**src/rtl/div.sv**
```systemverilog
// div: multi-cycle 32-bit restoring divider for MIPS DIV/DIVU.
// Produces one quotient bit per clock and holds the result until start_i drops.
// Result layout is {remainder, quotient}.
module div (
  input  logic        clk,
  input  logic        rst,
  input  logic        signed_div_i,
  input  logic [31:0] opdata1_i,
  input  logic [31:0] opdata2_i,
  input  logic        start_i,
  input  logic        annul_i,
  output logic [63:0] result_o,
  output logic        ready_o
);

  typedef enum logic [1:0] {FREE, BYZERO, ON, END} state_t;

  state_t      state;
  logic [5:0]  cnt;
  // Layout: [64:33] partial remainder, [31:0] accumulated quotient bits,
  // with the unconsumed dividend bits shifting up through the middle.
  logic [64:0] work;
  logic [31:0] dvsr;
  logic        neg_q;
  logic        neg_r;

  logic [31:0] op1_mag;
  logic [31:0] op2_mag;
  logic [32:0] trial;
  logic [31:0] q_mag;
  logic [31:0] r_mag;
  logic [31:0] q_fix;
  logic [31:0] r_fix;

  // Operand magnitudes (two's-complement magnitude only for signed ops).
  assign op1_mag = (signed_div_i && opdata1_i[31]) ? (32'd0 - opdata1_i) : opdata1_i;
  assign op2_mag = (signed_div_i && opdata2_i[31]) ? (32'd0 - opdata2_i) : opdata2_i;

  // Restoring trial subtraction; bit 32 set means the divisor did not fit.
  assign trial = {1'b0, work[63:32]} - {1'b0, dvsr};

  assign q_mag = work[31:0];
  assign r_mag = work[64:33];
  assign q_fix = neg_q ? (32'd0 - q_mag) : q_mag;
  assign r_fix = neg_r ? (32'd0 - r_mag) : r_mag;

  // Control FSM plus datapath; all outputs registered.
  always_ff @(posedge clk or negedge rst) begin
    if (!rst) begin
      state    <= FREE;
      cnt      <= 6'd0;
      work     <= 65'd0;
      dvsr     <= 32'd0;
      neg_q    <= 1'b0;
      neg_r    <= 1'b0;
      result_o <= 64'd0;
      ready_o  <= 1'b0;
    end else begin
      case (state)
        FREE: begin
          ready_o  <= 1'b0;
          result_o <= 64'd0;
          if (start_i && !annul_i) begin
            if (opdata2_i == 32'd0) begin
              state <= BYZERO;
            end else begin
              state <= ON;
              cnt   <= 6'd0;
              work  <= {32'd0, op1_mag, 1'b0};
              dvsr  <= op2_mag;
              neg_q <= signed_div_i && (opdata1_i[31] ^ opdata2_i[31]);
              neg_r <= signed_div_i && opdata1_i[31];
            end
          end
        end
        BYZERO: begin
          // Division by zero is a defined zero result, not a trap.
          state    <= END;
          result_o <= 64'd0;
          ready_o  <= 1'b1;
        end
        ON: begin
          if (annul_i) begin
            state <= FREE;
          end else if (cnt != 6'd32) begin
            if (trial[32]) work <= {work[63:0], 1'b0};
            else           work <= {trial[31:0], work[31:0], 1'b1};
            cnt <= cnt + 6'd1;
          end else begin
            state    <= END;
            result_o <= {r_fix, q_fix};
            ready_o  <= 1'b1;
          end
        end
        END: begin
          if (!start_i) begin
            state    <= FREE;
            result_o <= 64'd0;
            ready_o  <= 1'b0;
          end
        end
        default: state <= FREE;
      endcase
    end
  end

endmodule

```
**config.mk**
```make
export PLATFORM = sky130hd
export DESIGN_NAME = div
export DESIGN_NICKNAME = d
export VERILOG_FILES = /design/src/rtl/div.sv
export SDC_FILE = /design/constraint.sdc
export NUM_CORES = 1
export LEC_CHECK = 0
export BUFFER_PORTS_ARGS = -buffer_cell sky130_fd_sc_hd__buf_2
export CORE_ASPECT_RATIO = 1.5
export CORE_MARGIN = 4
export CORE_UTILIZATION = 50
export DETAILED_ROUTE_END_ITERATION = 8
export PLACE_DENSITY = 0.8
export SYNTH_ARGS = -nofsm -noshare
export SYNTH_HDL_FRONTEND = slang
export SYNTH_SLANG_ARGS = --single-unit
export TNS_END_PERCENT = 5
```
**constraint.sdc**
```tcl
create_clock -name clk -period 7.1 [get_ports clk]
set_clock_uncertainty 0.1 [all_clocks]
set_input_delay 1.42 -clock clk [delete_from_list [all_inputs] [get_ports clk]]
set_output_delay 1.42 -clock clk [all_outputs]
set_load 0.05 [all_outputs]
```
==> out/metrics.yaml <==
die_height_um: 191.4
h-tree-depth: 4
outcome: "finished, final reports clean"
postCtsSetupRepairBufs: 0
ys_ff_latch: 172
min_to: "result_o[24]$_DFFE_PN0P_"
setup_viol: 0
final_antenna_net_count: 0
gp_congestion: 0.8845
reg2reg_to: "work[55]$_DFFE_PN0P_"
avgSynthCellArea_um2: 8.151
drtIter0Drc: 607
cts_root_buf: "clkbuf_16"
worstReg2RegStart: "work[32]$_DFFE_PN0P_"
std_cell_rows: 66
antenna_found_initial: 2
cts_resized: 0
pwr_density_cell_mw_per_mm2: 415.1
worstPathArrival_ns: 4.75
fill_cells: 1955
cts_inserted_buffers: 17
seq_area_mm2: 0.004304
portBuffers: 133
p_leak_uw: 0.005912
die_w_um: 130.2
nNetsFinal: 1580
fmax_mhz: 218.4
finalCriticalPeriod_ns: 4.579
core_mm2: 0.02188
die_area_mm2: 0.02492
viasPerCell: 5.730
clk_latency_ns: 0.44
ir_worst_vdd_uv: 230.6
drcViolationCount: 0
grt_pass1_wl_mm: 46.45
ys_seq_area_frac: 0.3841
finalMaxSlewViolations: 0
clock_sinks: 172
cp-end-kind: "register"
drive_gt1_frac: 0.1259
synth-async-reset-ratio: 1.000
path_clk_slew_ns: 0.06
initial_core_util: 0.5121
num_vias: 10030
synthTopCellsByArea: "dfrtp_1 (38%), o21ai_0 (7.7%), nand2_1 (6.6%)"
rsz0062_at_grt: "no"
drt_first_pass_iters: 5
synth_nets: 1488
hpwl_mm: 20.64
ys_warn_count: 0
hold_depth: 2
wl_per_cell_um: 15.80
worst_pin_slew_ns: 0.9787
cp_data_required_time_ns: 7.27
crit_type: "input port to register"
r2r_slack_ns: 3.30
io_pins: 134
multi_input_area_mm2: 0.006467
cap_violations: 0
period_share: 0.6449
track_usage: 0.2293
cts_tree: "done"
cts.path.max_buffers: 2
holdCritStartpoint: "result_o[24]$_DFFE_PN0P_"
worst_hold_path_type: "register to register"
reg2regPathDepth: 12
synth_cell_types: 61
grt_max_degree: 102
grt_pass1_vias: 9746
synth_area_mm2: 0.01121
start_kind: "input port"
hold_buffers: 0
pre_cts_slack_ns: 2.103
setup-tns-final_ns: 0
synth_area_leader_cell: "dfrtp_1"
totalWireLength_mm: 27.67
crit_start: "opdata2_i[2]"
setup_slack_ns: 2.521
synth_top_cell_area_share: 0.3841
grt-ovfl-total: 0
synthToLayoutAreaGrowth_pct: 13.08
final_hold_viol_count: 0
syn_inst: 1375
ys.flop_type: "dfrtp_1"
synth_edf_count: 0
critPathMaxFanout: 101
relSlewSlack: 0.3475
-- worst max path at each step --
stage,slack [ns],endpoint,depth (start not counted)
floorplan,3.17,work[63]$_DFFE_PN0P_,10
global placement,2.19,cnt[3]$_DFFE_PN0P_,10
detailed placement,2.10,cnt[4]$_DFFE_PN0P_,10
CTS,2.56,cnt[4]$_DFFE_PN0P_,10
global route,2.33,cnt[4]$_DFFE_PN0P_,10
finish,2.52,cnt[4]$_DFFE_PN0P_,10
-- per-stage QoR --
step / instance area (µm²) / util / cells / total power (µW) / hold slack [ns]
final: 12670 / 0.5791 / 1751 / 5261 / 0.3713
after floorplan: 11210 / - / 1375 / 3644 / 0.3498
after detailed placement: 12070 / 0.5515 / 1720 / 4301 / 0.3645
after CTS: 12670 / 0.5789 / 1749 / 5278 / 0.3781
after global placement: 12070 / 0.5515 / 1720 / 4222 / 0.3551
after global routing: 12670 / 0.5791 / 1751 / 5704 / 0.3933
-- kinds of logic after synthesis --
family / after synthesis / synth area share
AND/OR/NAND/NOR: 447 / 0.1785
AO/OA/AOI/OAI: 435 / 0.2257
flip-flops: 172 / 0.3841
XOR/XNOR: 142 / 0.1116
buffers and inverters: 127 / 0.04298
adder cells (fa/ha/maj): 44 / 0.04979
multiplexers: 8 / 0.007257
-- worst max-delay path, cell delays in order --
cell and delay [ns]:
buf_2 0.12, or3_1 0.40, nor3b_1 0.53, nand3_1 0.32, nor3_1 0.71, a2bb2oi_4 0.20, buf_4 0.69, nor3_1 0.11
a21oi_1 0.14, o21ai_0 0.09
-- cell type report --
class | count | area share
multi-input combinational | 1076 | 0.5103
sequential | 172 | 0.3396
timing repair buffer | 142 | 0.05835
clock buffer | 23 | 0.03850
tap | 272 | 0.02685
inverter | 58 | 0.01718
clock inverter | 6 | 0.008787
antenna | 2 | 0.0003949
-- cell usage in the layout (no fill, tap or decap), drive strengths merged, types with 11 or more instances in the layout --
master and n:
nand2 196, o21ai 175, dfrtp 172, buf 142
a21oi 140, nor2 113, xor2 80, xnor2 62
inv 58, ha 43, o31ai 35, nor3 33
or3 23, clkbuf 23, a21o 19, nand3 16
nand2b 11, and2 11
-- layer usage --
metal  share of wire  global-route usage  up-vias
li1                -                   -     4988
met5               0                   0        -
met3           0.045             0.03103       68
met2            0.51              0.4016      287
met4           0.039              0.1064        0
met1            0.40              0.2747     4691
-- synthesized netlist by cell type, types with 3 or more instances --
cell type  number
o21bai_1        3
clkbuf_1       62
a211oi_1        5
o31ai_1        35
and2_1         11
o21a_1          4
a31oi_1         9
a21o_1         19
nand4_1         7
buf_1           3
and3_1          4
xor2_1         80
inv_1          58
nand2_1       196
nor3_1         33
nor2_1        113
ha_1           43
nor4_1          8
nand3_1        16
or4_1           8
a21oi_1       139
o41ai_1        10
nor2b_1         8
xnor2_1        61
a22o_1         10
nand2b_1       11
o2111ai_1       3
or3_1          21
o21ai_0       172
dfrtp_1       172
buf_2           4
mux2i_1         7
-- flip-flops by register name (all words and copies together) (netlist names) --
| name | count |
|---|---|
| neg_q | 1 |
| work | 65 |
| cnt | 6 |
| ready_o | 1 |
| result_o | 64 |
| neg_r | 1 |
| dvsr | 32 |
| state | 2 |
-- report_power, final --
group,internal [µW],switching (µW),total (µW)
combinational,1040,1670,2700
sequential,1250,348,1600
clock,585,372,957
total,2870,2390,5260
(Power assumes the default switching activity.)
